===== src/rtl/alarm_ctrl_pkg.sv =====
// Shared state encoding for the alarm ring controller.
package alarm_ctrl_pkg;

  localparam int STATE_W = 2;

  typedef enum logic [STATE_W-1:0] {
    ST_IDLE    = 2'd0,
    ST_RINGING = 2'd1,
    ST_SNOOZE  = 2'd2
  } ctrl_state_e;

endpackage


===== src/rtl/rise_detect.sv =====
// Registered rising-edge detector. The input register loads every cycle,
// including during reset, so a level held across reset never yields a rise.
module rise_detect (
  input  logic clk,
  input  logic i_in,
  output logic o_rise
);

  logic r_in_q;

  always_ff @(posedge clk) begin
    r_in_q <= i_in;
  end

  assign o_rise = i_in & ~r_in_q;

endmodule


===== src/rtl/alarm_ring_ctrl.sv =====
// Alarm sound sequencer: ring on time match, bounded snooze, dismiss and
// ring timeout, driving the song player's play and restart controls.
module alarm_ring_ctrl
  import alarm_ctrl_pkg::*;
#(
  parameter int RING_TIMEOUT_S = 60,
  parameter int SNOOZE_S       = 300,
  parameter int MAX_SNOOZES    = 3,
  parameter int CNT_W          = 9
) (
  input  logic                             clk,
  input  logic                             reset,
  input  logic                             sec_tick,
  input  logic                             alarm_on,
  input  logic                             alarm_match,
  input  logic                             snooze_key,
  input  logic                             dismiss_key,
  output logic                             play_sound,
  output logic                             song_restart,
  output logic                             snoozing,
  output logic [1:0]                       ctrl_state,
  output logic [CNT_W-1:0]                 remaining,
  output logic [$clog2(MAX_SNOOZES+1)-1:0] snooze_count
);

  localparam int SC_W = $clog2(MAX_SNOOZES + 1);
  localparam logic [CNT_W-1:0] RING_INIT   = CNT_W'(RING_TIMEOUT_S);
  localparam logic [CNT_W-1:0] SNOOZE_INIT = CNT_W'(SNOOZE_S);
  localparam logic [CNT_W-1:0] CNT_ONE     = CNT_W'(1);
  localparam logic [SC_W-1:0]  SC_MAX      = SC_W'(MAX_SNOOZES);
  localparam logic [SC_W-1:0]  SC_ONE      = SC_W'(1);

  logic w_match_rise;
  logic w_snooze_rise;
  logic w_dismiss_rise;

  ctrl_state_e         r_state;
  logic                r_play;
  logic                r_restart;
  logic                r_snoozing;
  logic [CNT_W-1:0]    r_remaining;
  logic [SC_W-1:0]     r_snooze_cnt;

  rise_detect u_match_rise (
    .clk    (clk),
    .i_in   (alarm_match),
    .o_rise (w_match_rise)
  );

  rise_detect u_snooze_rise (
    .clk    (clk),
    .i_in   (snooze_key),
    .o_rise (w_snooze_rise)
  );

  rise_detect u_dismiss_rise (
    .clk    (clk),
    .i_in   (dismiss_key),
    .o_rise (w_dismiss_rise)
  );

  // Rises are combinational against the registered copy, so an event seen at
  // an edge changes state and all registered outputs on that same edge.
  always_ff @(posedge clk) begin
    if (reset) begin
      r_state      <= ST_IDLE;
      r_play       <= 1'b0;
      r_restart    <= 1'b0;
      r_snoozing   <= 1'b0;
      r_remaining  <= '0;
      r_snooze_cnt <= '0;
    end else begin
      r_restart <= 1'b0;
      case (r_state)
        ST_IDLE: begin
          if (alarm_on && w_match_rise) begin
            r_state      <= ST_RINGING;
            r_play       <= 1'b1;
            r_restart    <= 1'b1;
            r_snoozing   <= 1'b0;
            r_remaining  <= RING_INIT;
            r_snooze_cnt <= '0;
          end else begin
            r_state      <= ST_IDLE;
            r_play       <= 1'b0;
            r_snoozing   <= 1'b0;
            r_remaining  <= '0;
            r_snooze_cnt <= '0;
          end
        end

        ST_RINGING, ST_SNOOZE: begin
          if (!alarm_on || w_dismiss_rise) begin
            r_state      <= ST_IDLE;
            r_play       <= 1'b0;
            r_snoozing   <= 1'b0;
            r_remaining  <= '0;
            r_snooze_cnt <= '0;
          end else if (r_state == ST_RINGING && w_snooze_rise &&
                       r_snooze_cnt < SC_MAX) begin
            r_state      <= ST_SNOOZE;
            r_play       <= 1'b0;
            r_snoozing   <= 1'b1;
            r_remaining  <= SNOOZE_INIT;
            r_snooze_cnt <= r_snooze_cnt + SC_ONE;
          end else if (sec_tick) begin
            if (r_remaining > CNT_ONE) begin
              r_remaining <= r_remaining - CNT_ONE;
            end else if (r_state == ST_RINGING) begin
              r_state      <= ST_IDLE;
              r_play       <= 1'b0;
              r_snoozing   <= 1'b0;
              r_remaining  <= '0;
              r_snooze_cnt <= '0;
            end else begin
              // Snooze expired: ring again from the top of the song.
              r_state     <= ST_RINGING;
              r_play      <= 1'b1;
              r_restart   <= 1'b1;
              r_snoozing  <= 1'b0;
              r_remaining <= RING_INIT;
            end
          end
        end

        default: begin
          r_state      <= ST_IDLE;
          r_play       <= 1'b0;
          r_snoozing   <= 1'b0;
          r_remaining  <= '0;
          r_snooze_cnt <= '0;
        end
      endcase
    end
  end

  assign play_sound   = r_play;
  assign song_restart = r_restart;
  assign snoozing     = r_snoozing;
  assign ctrl_state   = r_state;
  assign remaining    = r_remaining;
  assign snooze_count = r_snooze_cnt;

endmodule


===== config.mk =====
export PLATFORM = sky130hd
export DESIGN_NAME = alarm_ring_ctrl
export DESIGN_NICKNAME = d
export VERILOG_FILES = /design/src/rtl/alarm_ctrl_pkg.sv /design/src/rtl/rise_detect.sv /design/src/rtl/alarm_ring_ctrl.sv
export SDC_FILE = /design/constraint.sdc
export NUM_CORES = 1
export LEC_CHECK = 0
export CAP_MARGIN = 20
export CORE_MARGIN = 1
export CORE_UTILIZATION = 53
export DETAILED_ROUTE_END_ITERATION = 12
export PLACE_DENSITY = 0.9
export SETUP_SLACK_MARGIN = 0.4
export SYNTH_ARGS = -nofsm -noshare
export SYNTH_HDL_FRONTEND = slang
export SYNTH_SLANG_ARGS = --single-unit

===== constraint.sdc =====
create_clock -name clk -period 4.5 [get_ports clk]
set_clock_uncertainty 0.1 [all_clocks]
set_input_delay 0.9 -clock clk [delete_from_list [all_inputs] [get_ports clk]]
set_output_delay 0.9 -clock clk [all_outputs]
set_load 0.01 [all_outputs]

Yosys cells after proc, flatten, opt, wreduce, memory -nomap -nowiden
Index checks and enable logic that the tools add are counted.
Widths: inputs -> output; s select.
{ "totals": {"ff_bits": 19, "out_inout_bits": 16, "in_bits": 7, "word_cells": 71} }
{ "op_classes": {"reduce_logical": 13, "n_mux": 33, "n_bitwise": 7, "addsub": 2, "eq_ne": 5, "n_lt_le_gt_ge": 2} }
{ "ops": {"columns": ["operator", "n"], "rows": [
  ["$mux 9", 4],
  ["$pmux 9 s2", 1],
  ["$mux 2", 8],
  ["$mux 1", 15],
  ["$mux 6", 2],
  ["$gt 9x1->1 const B", 1],
  ["$sub 9x1->9 const B", 1],
  ["$ne 4x4->1 const B", 2],
  ["$not 1->1", 4],
  ["$pmux 1 s2", 2],
  ["$pmux 2 s2", 1],
  ["$reduce_and 2->1", 2],
  ["$reduce_bool 2->1", 2],
  ["$and 1x1->1", 3],
  ["$logic_and 1x1->1", 3],
  ["$reduce_and 3->1", 1],
  ["$reduce_or 3->1", 1],
  ["$add 2x1->2 const B", 1],
  ["$eq 2x1->1 const B", 1],
  ["$eq 2x2->1 const B", 1],
  ["$logic_not 2->1", 1],
  ["$lt 2x2->1 const B", 1],
  ["$ne 2x2->1 const B", 1],
  ["$reduce_or 2->1", 1],
  ["2 further kinds", 2]
]} }

Logic depth before layout (Yosys ltp)
{ "depth": {"depth_word": 7, "depth_mapped": 8, "depth_no_buf": 7} }

Hierarchy
Synthesis repeated with hierarchy kept, for this count alone.
{ "hier_totals": {"cells_unflattened": 124, "hier_area_um2": 1084.8} }
{ "by_module_without_submodules": {"columns": ["mod", "cells_each", "seq_area_each_um2", "n_inst", "area_each_um2"], "rows": [
  ["alarm_ring_ctrl", 118, 300.3, 1, 983.4],
  ["rise_detect", 2, 20.0, 3, 33.8]
]} }

Worst setup path before layout
OpenSTA, ideal clock, no wires.
{ "synth_path": {"path_type": "input to register", "start": "in snooze_key", "end": "reg r_remaining[4] (netlist: remaining[4])", "stages": 6, "path_buffers": 1, "arrival_ns": 1.995, "setup_time_ns": 0.135, "slack_ns": 2.270, "path_cell_list": "and4bb_1 -> buf_2 -> a2111oi_4 -> nor3_1 -> a21oi_1 -> o32ai_2"} }
{ "synth_between": {"elab_chain_len": 6, "elab_cells_between_ends": 7, "cone_classes": "eq/ne: 1; mux: 3; bitwise: 1; reduce/logical: 2"} }
{ "synth_rtl": {"columns": ["element", "line_no", "rtl"], "rows": [
  ["start: declaration", "alarm_ring_ctrl.sv:16", "input logic snooze_key,"],
  ["$and 1x1->1 *", "rise_detect.sv:15", "assign o_rise = i_in & ~r_in_q;"],
  ["$logic_and 1x1->1 * (2 in a row)", "alarm_ring_ctrl.sv:99", "end else if (r_state == ST_RINGING && w_snooze_rise &&"],
  ["$mux 9", "alarm_ring_ctrl.sv:99", null],
  ["$mux 9", "alarm_ring_ctrl.sv:93", "if (!alarm_on || w_dismiss_rise) begin"],
  ["$pmux 9 s2", "alarm_ring_ctrl.sv:74", "case (r_state)"],
  ["end signal: assignment", "alarm_ring_ctrl.sv:108", "r_remaining <= r_remaining - CNT_ONE;"],
  ["end: declaration", "alarm_ring_ctrl.sv:41", "logic [CNT_W-1:0] r_remaining;"]
]} }
Every way passes the cells marked *; elsewhere a longest branch is shown, timed or not.
A chain may end at the register's enable or synchronous reset.

Final worst setup path
Ends and elaborated chain as after synthesis.

==> impl_metrics.json <==
{
  "regArea_um2": 360,
  "fin_nets": 160,
  "die_h_um": 46.9,
  "end_kind": "flip-flop",
  "synth.top_cells.by_count": "dfxtp_1, nor2_1, a21oi_1",
  "cp_data_arrival_time_ps": 2620,
  "drc_errors": 0,
  "cts_setup_buffers": 0,
  "grt_setup_unrepaired": "false",
  "final_util_pct": 73.1,
  "critPathBufInv": 1,
  "grt_pass1_wl_um": 3930,
  "cpMaxStageDelayCell": "a2111oi_4",
  "avgSynthCellArea_um2": 8.62,
  "num_rows": 15,
  "ys_ff_latch": 18,
  "antenna_cells": 0,
  "first_pass_iters": 4,
  "die_x_um": 46.9,
  "cp-start-kind": "primary input",
  "ys_seq_area_share_pct": 33.7,
  "area_growth_pct": 23.3,
  "required_ps": 4570,
  "synth_area_leaders": "dfxtp_1, ha_1, a21oi_1",
  "grt-ovfl-total": 0,
  "fillCellCount": 158,
  "wl_per_cell_um": 13.5,
  "netlist_area_mm2": 0.00107,
  "synth_top_cell_by_area": "dfxtp_1",
  "fp.dieArea_mm2": 0.00220,
  "cts_buffer_depth": 2,
  "cts_resized": 0,
  "vdd_drop_max_mv": 0.153,
  "worst-setup-path-type": "in2reg",
  "via_per_inst": 5.89,
  "synth_top_area_share_pct": 33.7,
  "synth-main-ff-cell": "dfxtp_1",
  "dp_hpwl_um": 1820,
  "fin_crit_sh_pct": 56.5,
  "postSynth.asyncResetShare_pct": 0,
  "drive_above_1_share_pct": 7.64,
  "crit_chain": "clkdlybuf4s50_1 > and4bb_1 > a2111oi_4 > nor3_1 > a21oi_1 > o32ai_2",
  "ant_nets": 0,
  "syn_nets": 138,
  "max_slew.worst_pin.slew_ps": 518,
  "grt_antenna_before_repair": 0,
  "synth.distinct_cells": 38,
  "grt_pass1_vias": 932,
  "setup_viol_count_final": 0,
  "synth.most_common_cell": "dfxtp_1",
  "cts_tree": "done",
  "p_leak_nw": 0.464,
  "cp_max_fo": 10,
  "portBuffers": 22,
  "power_mw": 0.295,
  "clock_sinks": 18,
  "finalHoldViolCount": 0,
  "hold_path_class": "reg2reg",
  "cts-buffers-inserted": 3,
  "io_pins": 23,
  "gp_congestion": 0.834,
  "dr_total_vias": 995,
  "grt_use_total_pct": 24.9,
  "cts.htree.levels": 1,
  "yosysWarnings": 0,
  "final.setup.worst_slack_ps": 1960,
  "coreArea_mm2": 0.00180,
  "period_needed_ps": 2540,
  "slew_viol_final": 0,
  "syn_inst": 124,
  "synth-edff-count": 0,
  "worstSkewPairLatency_ps": 290,
  "clkSlewWorstSetupHoldPaths_ps": 100,
  "multiInputGateArea_um2": 657,
  "postCtsHoldBufs": 0,
  "crit_family": "compound AO/OA/AOI/OAI gates",
  "setup_tns_ps": 0,
  "grt_max_degree": 11,
  "cts_root_buffer": "clkbuf_4",
  "status": "finished, final reports clean",
  "cp_slowest_stage_delay_ps": 490,
  "powerDensity_mw_per_mm2": 224,
  "cap_viol_max_count": 0,
  "dpl_worst_slack_ps": 1650,
  "slew_headroom_pct": 65.3,
  "max_freq_mhz": 393,
  "start_util_pct": 59.3,
  "drt_wl_total_um": 2290,
  "drt-initial-drc-count": 13
}
-- cells in the final DEF (no fill, tap or decap) --
master           count
a21bo_2              1
nand3_1              7
o2111ai_4            1
a221oi_1             1
nand4_1              1
nand3b_1             2
nand2_1             11
clkbuf_4             3
nor4_1               1
nor3_2               1
o31a_1               2
nor2b_1              1
a2111oi_4            1
inv_1                7
nor3_1               4
or2_2                1
mux2i_1              1
o32ai_2              1
and4bb_1             1
o22ai_1              3
nor2_1              15
ha_1                 7
nand4b_1             1
xnor2_1              2
o21bai_1             1
nor4_4               1
a311oi_1             1
a211oi_1             2
or3_1                1
dfxtp_1             18
o2111ai_2            1
nand2b_1             3
o21ai_0              2
a21oi_1             14
clkdlybuf4s50_1     22
o2111a_1             1
xor2_1               1
-- registers in the layout, summed over array words and instances (netlist names) --
signal,cells
ctrl_state,2
remaining,9
snooze_count,2
snoozing,1
song_restart,1
u_dismiss_rise.r_in_q,1
u_match_rise.r_in_q,1
u_snooze_rise.r_in_q,1
-- routing by layer --
metal / track usage (%) / vias to the layer above / routed length [um] / part of all wire (%)
li1: - / 488 / - / -
met1: 32.2 / 470 / 1010 / 44
met2: 41.4 / 31 / 1130 / 49
met3: 3.85 / 6 / 117 / 5.1
met4: 10.3 / 0 / 39 / 1.7
met5: 0 / - / 0 / 0
-- worst register-to-register path, cell delays in order (launching register included) --
cell and delay [ps]:
dfxtp_1 380, inv_1 90, ha_1 240, and4bb_1 350, a2111oi_4 490, nor3_1 140, a21oi_1 170, o32ai_2 100
-- path summary, 6_finish.rpt --
kind | to | slack, ps | cells past startpoint | start
hold / removal | snooze_count[1] | 420 | 2 | snooze_count[1]
hold reg to reg | snooze_count[1] | 420 | 2 | snooze_count[1]
setup / recovery | remaining[4] | 1960 | 6 | snooze_key
setup reg to reg | remaining[4] | 2310 | 7 | ctrl_state[1]
-- power breakdown --
| part | switching [mW] | leakage (nW) | internal (mW) |
|---|---|---|---|
| Sequential | 0.00368 | 0.147 | 0.163 |
| Clock | 0.0485 | 0.0138 | 0.0311 |
| Combinational | 0.0261 | 0.304 | 0.0234 |
-- logic make-up (layout without fill, tap and decap cells) --
logic type | count (synthesis) | count (layout) | synth area share (%)
mux | 1 | 1 | 0.937
buf+inv | 12 | 32 | 4.80
compound gates | 32 | 32 | 24.6
simple gates | 51 | 51 | 25.3
fa+ha+maj | 7 | 7 | 8.20
flops | 18 | 18 | 33.7
xor+xnor | 3 | 3 | 2.46
-- per-stage QoR --
stage	instances	hold WS, ps	cell area [um^2]
final	169	420	1320
after global routing	169	455	1320
after CTS	169	429	1320
after detailed placement	166	407	1290
after global placement	166	381	1290
after floorplan	124	411	1070
-- cell type report --
class	count	share of cell area (%)
clock buffer	3	1.71
sequential	18	27.4
multi-input combinational	94	49.9
tap	25	2.37
timing repair buffer	22	16.7
inverter	7	1.99
Note: power is estimated with default switching activity, not from simulation.
